## src/rtl/ahb_switch_in.sv

```systemverilog
// ahb_switch_in
// ---------------------------------------------------------------------------
// AHB-Lite slave for a bank of WIDTH on-board switches. Each channel goes
// through a 2-FF synchroniser and a per-channel debounce counter. Software
// reads the synchronised raw value and the debounced value. Debounced edges
// are latched into a write-1-to-clear STATUS register, masked by IRQ_EN, and
// OR-reduced into one registered level interrupt.
//
// Register map (word offset from HADDR[4:2]):
//   0x00 DATA     RO  debounced switch value
//   0x04 RAW      RO  synchronised (not debounced) switch value
//   0x08 IRQ_EN   RW  per-channel interrupt enable
//   0x0C STATUS   W1C per-channel edge event
//   0x10 EDGE_SEL RW  only with SW_EDGE_SEL_EN (0 = rising, 1 = falling)
//   Other offsets read 0 and ignore writes. Unused upper bits read 0.
//
// Optional feature macro: SW_EDGE_SEL_EN
//   Defined   -> EDGE_SEL register selects which debounced edge sets STATUS.
//   Undefined -> both edges set STATUS, offset 0x10 is unmapped.
//
// Parameters:
//   WIDTH           number of switch channels (1..32)
//   DEBOUNCE_CYCLES stable cycles required before db follows sw_s (>=2)
//   DB_RST_VAL      reset value of every debounced bit
//
// Ports:
//   clk, RSTn       clock, asynchronous active-low reset
//   SW              asynchronous switch inputs
//   HSEL, HADDR, HTRANS, HWRITE, HSIZE, HWDATA, HREADY   AHB-Lite slave inputs
//   HREADYOUT       always 1 (zero wait states)
//   HRESP           always 0 (OKAY)
//   HRDATA          read data, combinational from the captured address
//   IRQ             registered level interrupt
// ---------------------------------------------------------------------------
module ahb_switch_in #(
   parameter int   WIDTH           = 8,
   parameter int   DEBOUNCE_CYCLES = 20000,
   parameter logic DB_RST_VAL      = 1'b0
) (
   input  logic             clk,
   input  logic             RSTn,
   input  logic [WIDTH-1:0] SW,
   input  logic             HSEL,
   input  logic [31:0]      HADDR,
   input  logic [1:0]       HTRANS,
   input  logic             HWRITE,
   input  logic [2:0]       HSIZE,
   input  logic [31:0]      HWDATA,
   input  logic             HREADY,
   output logic             HREADYOUT,
   output logic             HRESP,
   output logic [31:0]      HRDATA,
   output logic             IRQ
);

   localparam int              CW      = $clog2(DEBOUNCE_CYCLES);
   localparam logic [CW-1:0]   CNT_MAX = CW'(DEBOUNCE_CYCLES - 1);
   localparam logic [WIDTH-1:0] DB_RST = {WIDTH{DB_RST_VAL}};

   localparam logic [2:0] OFS_DATA   = 3'd0;
   localparam logic [2:0] OFS_RAW    = 3'd1;
   localparam logic [2:0] OFS_IRQ_EN = 3'd2;
   localparam logic [2:0] OFS_STATUS = 3'd3;
`ifdef SW_EDGE_SEL_EN
   localparam logic [2:0] OFS_EDGE_SEL = 3'd4;
`endif

   // synchroniser, debounce and edge-detect state
   logic [WIDTH-1:0] sync1_q, sync1_d;
   logic [WIDTH-1:0] sync2_q, sync2_d;
   logic [WIDTH-1:0] db_q, db_d;
   logic [WIDTH-1:0] db_prev_q, db_prev_d;
   logic [CW-1:0]    cnt_q [WIDTH];
   logic [CW-1:0]    cnt_d [WIDTH];

   // software-visible registers
   logic [WIDTH-1:0] irq_en_q, irq_en_d;
   logic [WIDTH-1:0] status_q, status_d;
   logic             irq_q, irq_d;
`ifdef SW_EDGE_SEL_EN
   logic [WIDTH-1:0] edge_sel_q, edge_sel_d;
`endif

   // AHB address-phase capture
   logic             ap_valid_q, ap_valid_d;
   logic             ap_write_q, ap_write_d;
   logic [2:0]       ap_addr_q, ap_addr_d;

   logic             wr_en;
   logic [WIDTH-1:0] rise, fall, ev_set, w1c;
   logic [31:0]      rd_data;
   logic             unused_bits;

   // HSIZE, the undecoded address bits and HTRANS[0] carry no meaning here.
   assign unused_bits = ^{HSIZE, HADDR[31:5], HADDR[1:0], HTRANS[0], HWDATA};

   assign HREADYOUT = 1'b1;
   assign HRESP     = 1'b0;
   assign IRQ       = irq_q;
   assign HRDATA    = rd_data;

   // The write lands on the edge that ends its data phase, i.e. when HREADY
   // is high while a captured write is pending.
   assign wr_en = ap_valid_q & ap_write_q & HREADY;

   // Synchroniser and per-channel debounce. A channel's counter only runs
   // while sw_s disagrees with db, so any return to agreement restarts it.
   always_comb begin
      sync1_d   = SW;
      sync2_d   = sync1_q;
      db_d      = db_q;
      db_prev_d = db_q;
      for (int i = 0; i < WIDTH; i++) begin
         cnt_d[i] = cnt_q[i];
         if (sync2_q[i] == db_q[i]) begin
            cnt_d[i] = '0;
         end else if (cnt_q[i] == CNT_MAX) begin
            db_d[i]  = sync2_q[i];
            cnt_d[i] = '0;
         end else begin
            cnt_d[i] = cnt_q[i] + CW'(1);
         end
      end
   end

   // Edge events from the debounced value and its one-cycle delayed copy.
   always_comb begin
      rise = db_q & ~db_prev_q;
      fall = ~db_q & db_prev_q;
`ifdef SW_EDGE_SEL_EN
      ev_set = (rise & ~edge_sel_q) | (fall & edge_sel_q);
`else
      ev_set = rise | fall;
`endif
   end

   // Bus capture and register updates. In STATUS the set term is OR-ed in
   // after the clear, so a new event wins over a same-cycle W1C.
   always_comb begin
      ap_valid_d = ap_valid_q;
      ap_write_d = ap_write_q;
      ap_addr_d  = ap_addr_q;
      if (HREADY) begin
         ap_valid_d = HSEL & HTRANS[1];
         if (HSEL & HTRANS[1]) begin
            ap_write_d = HWRITE;
            ap_addr_d  = HADDR[4:2];
         end
      end

      irq_en_d = irq_en_q;
      w1c      = '0;
      if (wr_en && ap_addr_q == OFS_IRQ_EN) begin
         irq_en_d = HWDATA[WIDTH-1:0];
      end
      if (wr_en && ap_addr_q == OFS_STATUS) begin
         w1c = HWDATA[WIDTH-1:0];
      end
`ifdef SW_EDGE_SEL_EN
      edge_sel_d = edge_sel_q;
      if (wr_en && ap_addr_q == OFS_EDGE_SEL) begin
         edge_sel_d = HWDATA[WIDTH-1:0];
      end
`endif

      status_d = (status_q & ~w1c) | ev_set;
      irq_d    = |(status_q & irq_en_q);
   end

   // Read mux, valid only during the data phase of a captured read.
   always_comb begin
      rd_data = '0;
      if (ap_valid_q && !ap_write_q) begin
         case (ap_addr_q)
            OFS_DATA:     rd_data = 32'(db_q);
            OFS_RAW:      rd_data = 32'(sync2_q);
            OFS_IRQ_EN:   rd_data = 32'(irq_en_q);
            OFS_STATUS:   rd_data = 32'(status_q);
`ifdef SW_EDGE_SEL_EN
            OFS_EDGE_SEL: rd_data = 32'(edge_sel_q);
`endif
            default:      rd_data = '0;
         endcase
      end
   end

   always_ff @(posedge clk or negedge RSTn) begin
      if (!RSTn) begin
         sync1_q    <= '0;
         sync2_q    <= '0;
         db_q       <= DB_RST;
         db_prev_q  <= DB_RST;
         for (int i = 0; i < WIDTH; i++) begin
            cnt_q[i] <= '0;
         end
         irq_en_q   <= '0;
         status_q   <= '0;
         irq_q      <= 1'b0;
`ifdef SW_EDGE_SEL_EN
         edge_sel_q <= '0;
`endif
         ap_valid_q <= 1'b0;
         ap_write_q <= 1'b0;
         ap_addr_q  <= '0;
      end else begin
         sync1_q    <= sync1_d;
         sync2_q    <= sync2_d;
         db_q       <= db_d;
         db_prev_q  <= db_prev_d;
         for (int i = 0; i < WIDTH; i++) begin
            cnt_q[i] <= cnt_d[i];
         end
         irq_en_q   <= irq_en_d;
         status_q   <= status_d;
         irq_q      <= irq_d;
`ifdef SW_EDGE_SEL_EN
         edge_sel_q <= edge_sel_d;
`endif
         ap_valid_q <= ap_valid_d;
         ap_write_q <= ap_write_d;
         ap_addr_q  <= ap_addr_d;
      end
   end

endmodule

```

## config.mk

```make
export PLATFORM = sky130hd
export DESIGN_NAME = ahb_switch_in
export DESIGN_NICKNAME = d
export VERILOG_FILES = /design/src/rtl/ahb_switch_in.sv
export SDC_FILE = /design/constraint.sdc
export NUM_CORES = 1
export LEC_CHECK = 0
export BUFFER_PORTS_ARGS = -buffer_cell sky130_fd_sc_hd__buf_2
export CORE_MARGIN = 2
export CORE_UTILIZATION = 30
export CTS_CLUSTER_SIZE = 40
export DETAILED_ROUTE_END_ITERATION = 16
export GPL_ROUTABILITY_DRIVEN = 0
export PLACE_DENSITY_LB_ADDON = 0.12
export SLEW_MARGIN = 25
export SYNTH_ARGS = -nofsm -noshare
export SYNTH_HDL_FRONTEND = slang
export SYNTH_SLANG_ARGS = --single-unit
```

## constraint.sdc

```tcl
create_clock -name clk -period 3.9 [get_ports clk]
set_input_delay 0.78 -clock clk [delete_from_list [all_inputs] [get_ports clk]]
set_output_delay 0.78 -clock clk [all_outputs]
set_load 0.005 [all_outputs]
```

==> run summary <==
Status: finished clean
CP max-delay cell: mux4_2
Overall Global Routing Usage: 12.2%
Slew Limit Fails: 0
Critical path class: reg -> out
Vias in the first global route: 5479
Clk_skew: 0.00801 ns
Die Span Y: 170 um
Worst Setup End Kind: output pin
Worst-margin pin slew: 0.721 ns
Largest stage delay on the critical path: 0.53 ns
DRT Pass-1 Iters: 4
Max Cap Violations: 0
Final period utilization: 73.2%
Peak supply drop: 0.000219 V
Clk pin slew, worst setup/hold paths: 0.07 ns
Die W: 170 um
DR vias: 5432
First-pass GRT wire length: 28300 um
Count of flip-flops with a built-in enable after synthesis: 0
Via-per-instance ratio: 4.57
Finished Layout Cells: 1189
Grt total ovfl: 0
CP Data Required Time: 3.12 ns
Peak Freq: 0.350 GHz
Hold buffer count at CTS: 0
Total wire length: 16400 um
Mapped cell area: 0.00825 sq mm
Hold WC Path Type: reg -> reg
Max Buffers Root-to-Sink: 2
Placed insts: 1155
Core footprint: 0.0270 sq mm
Commonest register cell after synthesis: dfrtp_1
Syn Area/Cell: 10.3 sq um
DRT iter0 DRCs: 252
Antenna violations before repair: 3
Tmin final: 2.85 ns
Synth-to-Final Area Change: 13.1%
Row Count: 60
Crit path buffers/inverters: 2
Share of cells above drive strength 1: 11.2%
RR Startpoint: ap_addr_q[2]
Warnings, synthesis: 0
Hold Path Origin: sync1_q[1]
# IOs: 117
IO buf count: 33
Post-CTS Resized: 0
Post-CTS Setup Bufs: 0
Initial Utilization: 30.6%
CTS tree: built
Worst setup SP type: flip-flop
Fin nets: 923
Setup violations, final: 0
Post-synthesis cell type count: 37
Max FO, Critical Path: 22
Full die area: 0.0288 sq mm
Critical path origin: ap_addr_q[0]
Root buffer cell: clkbuf_16
Sequential cell area fraction in the yosys report: 52.8%
Htree depth: 4
Flops & latches, synth: 174
Routed Antenna Nets: 0
CP cell instances: buf_4 > mux4_2 > and2_1 > buf_2
RSZ-0062 raised after global routing: no
Largest delay contributor family on the critical path: multiplexers
Number of clock sinks: 174
Routed length per instance: 13.8 um
DP HPWL: 11300 um
Worst-Skew Late Latency: 0.43 ns
Cell Pwr Density: 439 mW/mm^2
Residual DRC: 0
LEAKAGE: 0.00389 uW
Final Hold Fails: 0
Synth Instances: 799
Largest net degree at the start of global routing: 88
Post-route setup TNS: 0 ns
Arr. time, crit path: 2.07 ns
TritonCTS Buffers: 17
Slew margin rel.: 51.9%
Asr flop ratio synth: 100%
## metrics by stage
| step | total power, uW | setup WS (ns) | hold WS (ns) | instance area, sq um | utilization, % |
|---|---|---|---|---|---|
| after floorplan | 2200 | 1.72 | 0.331 | 8340 | - |
| after global placement | 2310 | 1.47 | 0.334 | 8690 | 32.3 |
| after detailed placement | 2310 | 1.49 | 0.339 | 8690 | 32.3 |
| after CTS | 4170 | 1.01 | 0.355 | 9320 | 34.6 |
| after global routing | 4300 | 0.949 | 0.367 | 9320 | 34.6 |
| final | 4090 | 1.05 | 0.353 | 9330 | 34.6 |
## path summary, 6_finish.rpt
check,depth (start not counted),slack (ns),end
min,0,0.35,sync2_q[1]
max reg2reg,4,1.70,irq_en_q[5]
min in group asynchronous,1,0.39,sync1_q[7]
max,4,1.05,HRDATA[6]
min reg2reg,0,0.35,sync2_q[1]
max in group asynchronous,2,2.69,cnt_q[66]
## placed cells by master (no fill, tap or decap), drive strengths merged, types with 2 or more instances in the layout
| master | n |
|---|---|
| nand4 | 44 |
| mux2 | 20 |
| nor3 | 26 |
| mux2i | 14 |
| or4b | 3 |
| nor4 | 28 |
| nor4b | 7 |
| buf | 38 |
| xnor2 | 85 |
| ha | 8 |
| clkinvlp | 3 |
| clkbuf | 20 |
| nand2b | 3 |
| o22ai | 7 |
| nand2 | 61 |
| and4 | 8 |
| and3 | 13 |
| bufinv | 4 |
| conb | 26 |
| or3 | 5 |
| diode | 2 |
| a22oi | 4 |
| nor2 | 120 |
| and2 | 13 |
| nand3 | 37 |
| or4 | 3 |
| dfrtp | 174 |
| clkinv | 4 |
| xor2 | 34 |
| o21ai | 10 |
| inv | 21 |
## registers in the layout, indices dropped and copies added, names as in the netlist
| register | count |
|---|---|
| cnt_q | 120 |
| ap_addr_q | 3 |
| sync2_q | 8 |
| irq_en_q | 8 |
| status_q | 8 |
| db_prev_d | 8 |
| ap_valid_q | 1 |
| db_prev_q | 8 |
| IRQ | 1 |
| sync1_q | 8 |
| ap_write_q | 1 |
## where the power goes
part / total (uW) / internal, uW / switching [uW]
clock: 1830 / 1090 / 736
combinational: 299 / 128 / 171
sequential: 1970 / 1890 / 76.5
total: 4090 / 3110 / 983
## worst register-to-register path: stages, from the launching register on
cell	delay, ns
dfrtp_1	0.40
nand2b_1	0.35
or3_1	0.63
nor2_4	0.32
mux2_2	0.39
## routing by layer
metal	routed length [um]	GRT usage (%)	vias up
met2	7440	19.4	49
met1	8300	16.7	2616
met4	207	3.90	2
li1	-	-	2751
met5	13	0	-
met3	450	2.63	14
## area by class of cell
type / instances / area (sq um)
fill: 2737 / 17600
tap: 341 / 427
timing repair buffer: 39 / 219
multi-input combinational: 582 / 3620
clock buffer: 19 / 443
inverter: 19 / 71.3
sequential: 174 / 4350
clock inverter: 13 / 188
antenna: 2 / 5.00
## cells by family after synthesis
| family | count (synthesis) | share of synthesized area [%] |
|---|---|---|
| AND/OR/NAND/NOR | 372 | 22.6 |
| flip-flops | 174 | 52.8 |
| XOR/XNOR | 119 | 12.6 |
| buffers and inverters | 67 | 4.43 |
| multiplexers | 35 | 4.75 |
| AO/OA/AOI/OAI | 22 | 1.56 |
| adder cells (fa/ha/maj) | 8 | 1.21 |
| other | 2 | 0.0910 |
## synthesized netlist by cell type (all sizes together) (10+ instances only)
master  number  area, sq um
nand4       44          275
xor2        34          298
nand3       37          185
and2        13         81.3
xnor2       85          744
mux2i       14          140
inv         19         71.3
buf         31          230
o21ai       10         50.1
nor4        28          175
mux2        20          229
dfrtp      174         4350
nor3        26          130
nor2       120          458
clkbuf      17         63.8
nand2       61          229
and3        13         81.3
(Power assumes the default switching activity.)
